--- src/rtl/dual_issue_ctrl_alu_pkg.sv ---
// Shared definitions for the dual-issue decode-to-execute slice:
// opcode and funct encodings, ALU-op classes, 4-bit ALU-control codes
// and the ID/EX control bundle.
package dual_issue_ctrl_alu_pkg;

    // Opcodes (inst[31:26])
    localparam logic [5:0] OP_RTYPE = 6'b000000;
    localparam logic [5:0] OP_ADDI  = 6'b001000;
    localparam logic [5:0] OP_BEQ   = 6'b000100;
    localparam logic [5:0] OP_BNE   = 6'b000101;
    localparam logic [5:0] OP_LW    = 6'b100011;
    localparam logic [5:0] OP_SW    = 6'b101011;

    // R-type funct codes (inst[5:0])
    localparam logic [5:0] FN_ADD = 6'b100000;
    localparam logic [5:0] FN_SUB = 6'b100010;
    localparam logic [5:0] FN_AND = 6'b100100;
    localparam logic [5:0] FN_OR  = 6'b100101;
    localparam logic [5:0] FN_XOR = 6'b100110;
    localparam logic [5:0] FN_NOR = 6'b100111;
    localparam logic [5:0] FN_SLT = 6'b101010;

    // ALU-control codes
    localparam logic [3:0] ALU_AND = 4'b0000;
    localparam logic [3:0] ALU_OR  = 4'b0001;
    localparam logic [3:0] ALU_ADD = 4'b0010;
    localparam logic [3:0] ALU_SUB = 4'b0110;
    localparam logic [3:0] ALU_SLT = 4'b0111;
    localparam logic [3:0] ALU_NOR = 4'b1100;
    localparam logic [3:0] ALU_XOR = 4'b1101;

    typedef enum logic [1:0] {
        AluOpAdd   = 2'b00,
        AluOpSub   = 2'b01,
        AluOpFunct = 2'b10,
        AluOpAnd   = 2'b11
    } aluop_e;

    // Control bundle held in the ID/EX register
    typedef struct packed {
        logic   regdst;
        logic   memread;
        logic   memwrite;
        aluop_e aluop;
        logic   regwrite;
        logic   regwrite1;
        logic   alusrc;
    } ctrl_t;

endpackage

--- src/rtl/dual_issue_ctrl_alu_alu_core.sv ---
// ALU-control decode plus the W-bit ALU. Purely combinational.
// Ports:
//   aluop_i   ALU-op class from ID/EX
//   funct_i   R-type funct field from ID/EX
//   a_i, b_i  operands
//   aluctl_o  decoded 4-bit ALU control
//   result_o  ALU output
module dual_issue_ctrl_alu_alu_core
    import dual_issue_ctrl_alu_pkg::*;
#(
    parameter int unsigned W = 32
) (
    input  aluop_e         aluop_i,
    input  logic [5:0]     funct_i,
    input  logic [W-1:0]   a_i,
    input  logic [W-1:0]   b_i,
    output logic [3:0]     aluctl_o,
    output logic [W-1:0]   result_o
);

    always_comb begin
        aluctl_o = ALU_AND;
        case (aluop_i)
            AluOpAdd: aluctl_o = ALU_ADD;
            AluOpSub: aluctl_o = ALU_SUB;
            AluOpAnd: aluctl_o = ALU_AND;
            AluOpFunct: begin
                case (funct_i)
                    FN_ADD:  aluctl_o = ALU_ADD;
                    FN_SUB:  aluctl_o = ALU_SUB;
                    FN_AND:  aluctl_o = ALU_AND;
                    FN_OR:   aluctl_o = ALU_OR;
                    FN_XOR:  aluctl_o = ALU_XOR;
                    FN_NOR:  aluctl_o = ALU_NOR;
                    FN_SLT:  aluctl_o = ALU_SLT;
                    default: aluctl_o = ALU_AND;
                endcase
            end
            default: aluctl_o = ALU_AND;
        endcase
    end

    always_comb begin
        result_o = '0;
        case (aluctl_o)
            ALU_ADD: result_o = a_i + b_i;
            ALU_SUB: result_o = a_i - b_i;
            ALU_AND: result_o = a_i & b_i;
            ALU_OR:  result_o = a_i | b_i;
            ALU_XOR: result_o = a_i ^ b_i;
            ALU_NOR: result_o = ~(a_i | b_i);
            ALU_SLT: result_o = ($signed(a_i) < $signed(b_i)) ? W'(1) : '0;
            default: result_o = '0;
        endcase
    end

endmodule

--- src/rtl/dual_issue_ctrl_alu_main_decoder.sv ---
// Main decoder for both issue slots. Purely combinational.
// Ports:
//   opcode_i    slot-0 opcode (R-type/ADDI/BEQ/BNE)
//   opcode1_i   slot-1 opcode (LW/SW)
//   ctrl_o      merged control bundle for the ID/EX register
//   branch_eq_o BEQ decoded
//   branch_ne_o BNE decoded
module dual_issue_ctrl_alu_main_decoder
    import dual_issue_ctrl_alu_pkg::*;
(
    input  logic [5:0] opcode_i,
    input  logic [5:0] opcode1_i,
    output ctrl_t      ctrl_o,
    output logic       branch_eq_o,
    output logic       branch_ne_o
);

    always_comb begin
        ctrl_o       = '0;
        ctrl_o.aluop = AluOpAdd;
        branch_eq_o  = 1'b0;
        branch_ne_o  = 1'b0;

        // Slot 0
        case (opcode_i)
            OP_RTYPE: begin
                ctrl_o.regdst   = 1'b1;
                ctrl_o.regwrite = 1'b1;
                ctrl_o.aluop    = AluOpFunct;
            end
            OP_ADDI: begin
                ctrl_o.regwrite = 1'b1;
                ctrl_o.alusrc   = 1'b1;
            end
            OP_BEQ: begin
                branch_eq_o  = 1'b1;
                ctrl_o.aluop = AluOpSub;
            end
            OP_BNE: begin
                branch_ne_o  = 1'b1;
                ctrl_o.aluop = AluOpSub;
            end
            default: ;
        endcase

        // Slot 1 decodes independently; both slots may assert together
        case (opcode1_i)
            OP_LW: begin
                ctrl_o.memread   = 1'b1;
                ctrl_o.regwrite1 = 1'b1;
            end
            OP_SW:   ctrl_o.memwrite = 1'b1;
            default: ;
        endcase
    end

endmodule

--- src/rtl/dual_issue_ctrl_alu.sv ---
// Decode-to-execute slice of the dual-issue five-stage core.
// Decodes both slots, resolves branches in ID, holds the ID/EX register,
// runs the ALU in EX and registers its result into EX/MEM.
// Ports:
//   clk, rst_n           clock, async active-low reset
//   stall                inject a bubble into ID/EX control
//   flush                zero the EX/MEM result
//   opcode, opcode1      slot-0 / slot-1 opcodes
//   funct, rs_data, rt_data, seimm  slot-0 operand fields
//   branch_eq/ne, pcsrc  combinational branch decode and resolution
//   *_ex                 registered EX-stage control
//   aluctl_ex            combinational ALU control in EX
//   alu_result, alu_zero EX/MEM result and its zero flag
module dual_issue_ctrl_alu
    import dual_issue_ctrl_alu_pkg::*;
#(
    parameter int unsigned W = 32
) (
    input  logic         clk,
    input  logic         rst_n,
    input  logic         stall,
    input  logic         flush,
    input  logic [5:0]   opcode,
    input  logic [5:0]   opcode1,
    input  logic [5:0]   funct,
    input  logic [W-1:0] rs_data,
    input  logic [W-1:0] rt_data,
    input  logic [W-1:0] seimm,
    output logic         branch_eq,
    output logic         branch_ne,
    output logic         pcsrc,
    output logic         regdst_ex,
    output logic         memread_ex,
    output logic         memwrite_ex,
    output logic         regwrite_ex,
    output logic         regwrite1_ex,
    output logic [3:0]   aluctl_ex,
    output logic [W-1:0] alu_result,
    output logic         alu_zero
);

    ctrl_t        ctrl_d;
    ctrl_t        ctrl_q;
    logic [W-1:0] rs_q, rt_q, seimm_q;
    logic [5:0]   funct_q;
    logic [W-1:0] alu_b;
    logic [W-1:0] alu_out;
    logic [W-1:0] result_d, result_q;
    logic         zero_q;

    dual_issue_ctrl_alu_main_decoder u_main_decoder (
        .opcode_i    (opcode),
        .opcode1_i   (opcode1),
        .ctrl_o      (ctrl_d),
        .branch_eq_o (branch_eq),
        .branch_ne_o (branch_ne)
    );

    assign pcsrc = (branch_eq & (rs_data == rt_data)) | (branch_ne & (rs_data != rt_data));

    // ID/EX: a stall bubbles only the control; operands always advance
    always_ff @(posedge clk or negedge rst_n) begin
        if (!rst_n) begin
            ctrl_q  <= '0;
            rs_q    <= '0;
            rt_q    <= '0;
            seimm_q <= '0;
            funct_q <= '0;
        end else begin
            ctrl_q  <= stall ? '0 : ctrl_d;
            rs_q    <= rs_data;
            rt_q    <= rt_data;
            seimm_q <= seimm;
            funct_q <= funct;
        end
    end

    assign alu_b = ctrl_q.alusrc ? seimm_q : rt_q;

    dual_issue_ctrl_alu_alu_core #(
        .W (W)
    ) u_alu_core (
        .aluop_i  (ctrl_q.aluop),
        .funct_i  (funct_q),
        .a_i      (rs_q),
        .b_i      (alu_b),
        .aluctl_o (aluctl_ex),
        .result_o (alu_out)
    );

    assign result_d = flush ? '0 : alu_out;

    // EX/MEM: zero flag tracks the value actually captured (flushed or not)
    always_ff @(posedge clk or negedge rst_n) begin
        if (!rst_n) begin
            result_q <= '0;
            zero_q   <= 1'b0;
        end else begin
            result_q <= result_d;
            zero_q   <= (result_d == '0);
        end
    end

    assign regdst_ex    = ctrl_q.regdst;
    assign memread_ex   = ctrl_q.memread;
    assign memwrite_ex  = ctrl_q.memwrite;
    assign regwrite_ex  = ctrl_q.regwrite;
    assign regwrite1_ex = ctrl_q.regwrite1;
    assign alu_result   = result_q;
    assign alu_zero     = zero_q;

endmodule

--- config.mk ---
export PLATFORM = sky130hd
export DESIGN_NAME = dual_issue_ctrl_alu
export DESIGN_NICKNAME = d
export VERILOG_FILES = /design/src/rtl/dual_issue_ctrl_alu_pkg.sv /design/src/rtl/dual_issue_ctrl_alu_alu_core.sv /design/src/rtl/dual_issue_ctrl_alu_main_decoder.sv /design/src/rtl/dual_issue_ctrl_alu.sv
export SDC_FILE = /design/constraint.sdc
export NUM_CORES = 1
export LEC_CHECK = 0
export BUFFER_PORTS_ARGS = -buffer_cell sky130_fd_sc_hd__buf_2
export CORE_MARGIN = 5
export CORE_UTILIZATION = 55
export DETAILED_ROUTE_END_ITERATION = 16
export PLACE_DENSITY = 0.78
export SYNTH_ARGS = -nofsm -noshare
export SYNTH_HDL_FRONTEND = slang
export SYNTH_HIERARCHICAL = 1
export SYNTH_SLANG_ARGS = --single-unit
--- constraint.sdc ---
create_clock -name clk -period 7.87 [get_ports clk]
set_input_delay 0 -clock clk [delete_from_list [all_inputs] [get_ports clk]]
set_output_delay 0 -clock clk [all_outputs]
set_load 0.1 [all_outputs]
Yosys cells after proc, flatten, opt, wreduce, memory -nomap -nowiden. Cells that the tools add are included. W data, S select, Z words.

Divide/modulo/power cells: 0. Add/sub/neg operators: 2. Magnitude comparators: 1. Multiplexer cells: 15. Multipliers: 0. Eq/ne operators: 22. Bitwise logic cells: 7. Shifts and indexed selects: 0. Reduce and logical (&&, ||, !) cells: 6.

Operator list (number): $pmux W32 S7 (1); $mux W32 (2); $eq A6 B6 Y1 const B (8); $add A32 B32 Y32 (1); $and A32 B32 Y32 (1); $eq A32 B32 Y1 (1); $logic_not A32 Y1 (1); $lt A32 B32 Y1 (1); $ne A32 B32 Y1 (1); $not A32 Y32 (1); $or A32 B32 Y32 (1); $sub A32 B32 Y32 (1); $xor A32 B32 Y32 (1); $pmux W4 S6 (1); $pmux W4 S4 (1); $eq A6 B3 Y1 const B (2); $eq A4 B3 Y1 const B (2); $eq A4 B4 Y1 const B (2); $mux W1 (8); $mux W8 (1); $eq A6 B4 Y1 const B (1); $logic_not A6 Y1 (1); $eq A2 B2 Y1 const B (2); $eq A4 B1 Y1 const B (1); 8 further kinds (10).

Output and inout port bits: 45. Bits in writable memories: 0. Logic and storage cells: 66. Bits in registers: 143. Memories: 0. Bits in latches: 0. Bits in read-only memories: 0. Input port bits: 118.

Logic depth before layout (Yosys ltp).
Depth after elaboration: 7. Depth in mapped cells: 18. Gate-level depth less buffers: 16.

Modules after synthesis. The synthesis kept the hierarchy.

Modules (own cells, without submodules): dual_issue_ctrl_alu_alu_core (area an instance 5263.8 µm², cells each 815, times used 1); dual_issue_ctrl_alu (area an instance 4647.0 µm², cells each 277, times used 1); dual_issue_ctrl_alu_main_decoder (area an instance 103.8 µm², cells each 16, times used 1).

Least setup slack after synthesis. OpenSTA, ideal clock, no wires.

Path kind: reg-to-reg. Start: register funct_q[0]. End: register zero_q, in the netlist alu_zero. Cell stages (with the launch flop): 13. Setup slack: 3.693 ns. Setup time: 0.078 ns. Clock period less this slack: 4.177 ns. Buffers on the path: 0. Arrival: 4.099 ns. Required time: 7.792 ns. Path through: dfrtp_1 or2_2 a211o_1 o21ai_1 or2_2 nor2_1 a221o_1 a211oi_1 o41ai_1 o2bb2ai_1 nor4_1 nand4_1 o21bai_1.

Longest elaborated chain between the ends: 7.

Ends and longest elaborated chain: from (decl) (line dual_issue_ctrl_alu.sv:45) `logic [5:0] funct_q;`; from (signal assigned) (line dual_issue_ctrl_alu.sv:74) `funct_q <= funct;`; $eq A6 B6 Y1 (line dual_issue_ctrl_alu_alu_core.sv:28) `case (funct_i)`; $pmux W4 S6 (*) (line dual_issue_ctrl_alu_alu_core.sv:28); $pmux W4 S4 (*) (line dual_issue_ctrl_alu_alu_core.sv:23) `case (aluop_i)`; named net aluctl_ex[1] (line dual_issue_ctrl_alu.sv:37) `output logic [3:0] aluctl_ex,`; $eq A4 B3 Y1, or another cell as far along (line dual_issue_ctrl_alu_alu_core.sv:45) `case (aluctl_o)`; $pmux W32 S7 (*) (line dual_issue_ctrl_alu_alu_core.sv:45); named net alu_out[26] (line dual_issue_ctrl_alu.sv:47) `logic [W-1:0] alu_out;`; $mux W32 (*) (line dual_issue_ctrl_alu.sv:91) `assign result_d = flush ? '0 : alu_out;`; $logic_not A32 Y1 (*) (line dual_issue_ctrl_alu.sv:100) `zero_q <= (result_d == '0);`; to (signal assigned) (line dual_issue_ctrl_alu.sv:100); to (decl) (line dual_issue_ctrl_alu.sv:49) `logic zero_q;`.

The timed path passes the listed nets; every way through them passes the cells marked *.

Final worst setup path.
Start: register ctrl_q[0] in the netlist's numbering. End: register zero_q, in the netlist alu_zero.

RTL lines: from (decl) (line dual_issue_ctrl_alu.sv:43) `ctrl_t ctrl_q;`; from (signal assigned) (line dual_issue_ctrl_alu.sv:70) `ctrl_q <= stall ? '0 : ctrl_d;`; $mux W32 (*) (line dual_issue_ctrl_alu.sv:78) `assign alu_b = ctrl_q.alusrc ? seimm_q : rt_q;`; named net alu_b[3] (line dual_issue_ctrl_alu.sv:46) `logic [W-1:0] alu_b;`; $sub A32 B32 Y32 / $add A32 B32 Y32 (equally long branches) (line dual_issue_ctrl_alu_alu_core.sv:47, dual_issue_ctrl_alu_alu_core.sv:46); $pmux W32 S7 (*) (line dual_issue_ctrl_alu_alu_core.sv:45); named net alu_out[30] (line dual_issue_ctrl_alu.sv:47); $mux W32 (*) (line dual_issue_ctrl_alu.sv:91); $logic_not A32 Y1 (*) (line dual_issue_ctrl_alu.sv:100).

Marks and branches as above.

==> results.json <==
{
  "worst_pin_slew_ns": 1.169,
  "worstPathMaxFanout": 32,
  "cts_tree": "yes",
  "clock-skew-final_ns": 0.01631,
  "place_area_mm2": 0.01094,
  "status": "finished clean",
  "drc_errors": 0,
  "critical_path.max_stage_delay_ns": 1.07,
  "power_frac_seq": 0.341,
  "final_cell_mix": "161 x buf_2, 143 x dfrtp_1, 116 x dlygate4sd3_1",
  "synthFlopType": "dfrtp_1",
  "synth-edff-count": 0,
  "p_int_uw": 1477,
  "post-cts-setup-buffers": 0,
  "grt_pass1_wl_um": 54920,
  "path_class": "reg2reg",
  "yosys_warnings": 6,
  "final_layout_size_suffix_gt1_frac": 0.1831,
  "worstPathArrival_ns": 5.35,
  "path_clk_slew_ns": 0.07,
  "power.leakage_uw": 0.005990,
  "p_sw_uw": 882.8,
  "finalCriticalPeriod_ns": 4.989,
  "period_share": 0.6340,
  "peakVddDrop_mv": 0.1817,
  "io_pins": 163,
  "stdcell_area_mm2": 0.01268,
  "p_sw_frac": 0.3741,
  "rsz0062_at_grt": "no",
  "vias_per_cell": 6.022,
  "grt_busiest_layer": "met2",
  "clockPowerShare": 0.348,
  "achievable-frequency_ghz": 0.2004,
  "clk_latency_ns": 0.44,
  "grt_pass1_vias": 9626,
  "crit_slowest_cell": "a2111oi_0",
  "wl_um": 35170,
  "setup_tns_ns": 0,
  "total_power_uw": 2359,
  "syn_area_per_cell_um2": 9.038,
  "dieHeight_um": 144.9,
  "layout_commonest_cell": "buf_2",
  "use_met3": 0.04989,
  "ys_async_sr_fraction": 1.000,
  "numCtsBuffers": 17,
  "syn_area_mm2": 0.01001,
  "cts_root_buffer": "clkbuf_16",
  "vias": 9641,
  "end_kind": "register",
  "wl_per_cell_um": 21.97,
  "grt_use_total": 0.3286,
  "synth_cells": 1108,
  "syn2layout_area_growth_pct": 26.65,
  "drtAntennaViolNets": 0,
  "die_w_um": 144.9,
  "core_mm2": 0.01796,
  "hold_viol": 0,
  "overflow": 0,
  "syn_nets": 1332,
  "placedCellCount": 1452,
  "hold_class": "in2reg",
  "final_cells": 1601,
  "cts.path.max_buffers": 2,
  "maxCapViolCount": 0,
  "fp-row-count": 49,
  "setup_viol": 0,
  "ys_ff_latch": 143,
  "use_met2": 0.5422,
  "grt_max_degree": 75,
  "use_met1": 0.4429,
  "p_per_area_mw_per_mm2": 186.0,
  "place.gp.congestion": 0.9693,
  "power_frac_comb": 0.311,
  "drt_iter0_markers": 1016,
  "first_pass_iters": 7,
  "max_slew_margin": 0.2005,
  "nNetsFinal": 1582,
  "dp_hpwl_um": 23270,
  "crit_buf_inv": 3,
  "htree_levels": 4,
  "critPathMostFrequentCell": "inv_1",
  "slew_viol_final": 0,
  "cts_sinks": 143,
  "antenna_found_initial": 3,
  "required_ns": 8.23,
  "crit_path_start_kind": "register",
  "synth_cell_types": 75,
  "cp_top_family": "compound AO/OA/AOI/OAI gates",
  "worstPathCellList": "buf_4, mux2_2, inv_1, ha_1, inv_1, o221ai_1, a32oi_1, a2111oi_0, o211ai_1, a221oi_1, a21oi_1, xnor2_1, o21ai_0, nor4_1, nand4_1, o21bai_1",
  "start_util": 0.5575,
  "io_buffers": 162,
  "dieArea_mm2": 0.02101,
  "ys_seq_area_frac": 0.3573
}
[per-layer routing]
metal  vias up  wire [µm]
li1       4405          -
met1      4592      14360
met2       553      16980
met3        91       2717
met4         0       1116
met5         -          0
[cell type report]
type / count / area [µm²]
inverters: 109 / 409.1
repair buffers: 286 / 2038
fillers: 1369 / 5280
clock buffers: 20 / 456.7
diodes: 1 / 2.502
multi-input cells: 801 / 5789
flip-flops and latches: 143 / 3578
well taps: 229 / 286.5
clock inverters: 12 / 122.6
[path summary, 6_finish.rpt]
check	from	endpoint	slack, ns	depth (start not counted)
hold / removal	flush	alu_result[31]$_DFF_PN0_	0.05	2
setup / recovery	ctrl_q[0]$_DFF_PN0_	alu_zero$_DFF_PN0_	2.88	16
setup reg to reg	ctrl_q[0]$_DFF_PN0_	alu_zero$_DFF_PN0_	2.88	16
max in group asynchronous	rst_n	rt_q[15]$_DFF_PN0_	6.33	3
hold reg to reg	rs_q[30]$_DFF_PN0_	alu_result[30]$_DFF_PN0_	0.94	4
min in group asynchronous	rst_n	rs_q[0]$_DFF_PN0_	0.15	2
[worst register-to-register path, stage by stage (launching register included)]
cell	delay [ns]
dfrtp_1	0.34
buf_4	0.43
mux2_2	0.44
inv_1	0.09
ha_1	0.26
inv_1	0.12
o221ai_1	0.27
a32oi_1	0.25
a2111oi_0	1.08
o211ai_1	0.27
a221oi_1	0.37
a21oi_1	0.14
xnor2_1	0.16
o21ai_0	0.10
nor4_1	0.34
nand4_1	0.13
o21bai_1	0.13
[per-stage QoR]
step,util,hold slack (ns),setup WS [ns]
final,0.7061,0.04541,2.881
after global routing,0.7061,0.06875,2.788
after global placement,0.6090,0.01875,3.132
after CTS,0.7059,0.007918,3.108
after detailed placement,0.6090,0.02993,3.149
after floorplan,-,-0.2956,3.693
[cell usage after synthesis, drive strengths merged, types with 15 or more instances]
cell type  count  share of area
dfrtp        143           0.36
inv          109          0.041
ha           104           0.13
a21oi         87          0.043
nor2          83          0.031
o21ai         63          0.031
nand2         57          0.021
nor2b         45          0.028
clkbuf        38          0.014
xor2          34          0.030
mux2          33          0.037
nor4          30          0.019
nor3          20          0.010
o211ai        20          0.015
xnor2         20          0.017
nand3         18         0.0090
a211oi        17          0.013
buf           17          0.010
a221oi        16          0.015
a22oi         15          0.011
[repair_timing]
action,CTS,global route
endpoints found under the setup margin,0,0
endpoints found under the hold margin,179,0
hold buffers,116,0
gates resized for setup,0,0
[state kept, by name, summed over array words and instances, names as in the netlist]
signal / count
regwrite_ex: 1
regdst_ex: 1
regwrite1_ex: 1
alu_zero: 1
rt_q: 32
alu_result: 32
funct_q: 6
memread_ex: 1
memwrite_ex: 1
seimm_q: 32
rs_q: 32
ctrl_q: 3
[kinds of logic after synthesis]
logic type / synth area share
simple gates: 0.1504
compound gates: 0.2059
buf+inv: 0.06509
fa+ha+maj: 0.1339
mux: 0.04010
flops: 0.3573
xor+xnor: 0.04723
[power groups by stage]
stage               sequential (µW)  combinational, µW  clock (µW)
floorplan                       980                316           0
global placement                815                666           0
detailed placement              817                668           0
CTS                             804                714         814
global route                    811                778         849
finish                          805                733         821
Power figures use the tool's default switching activity.
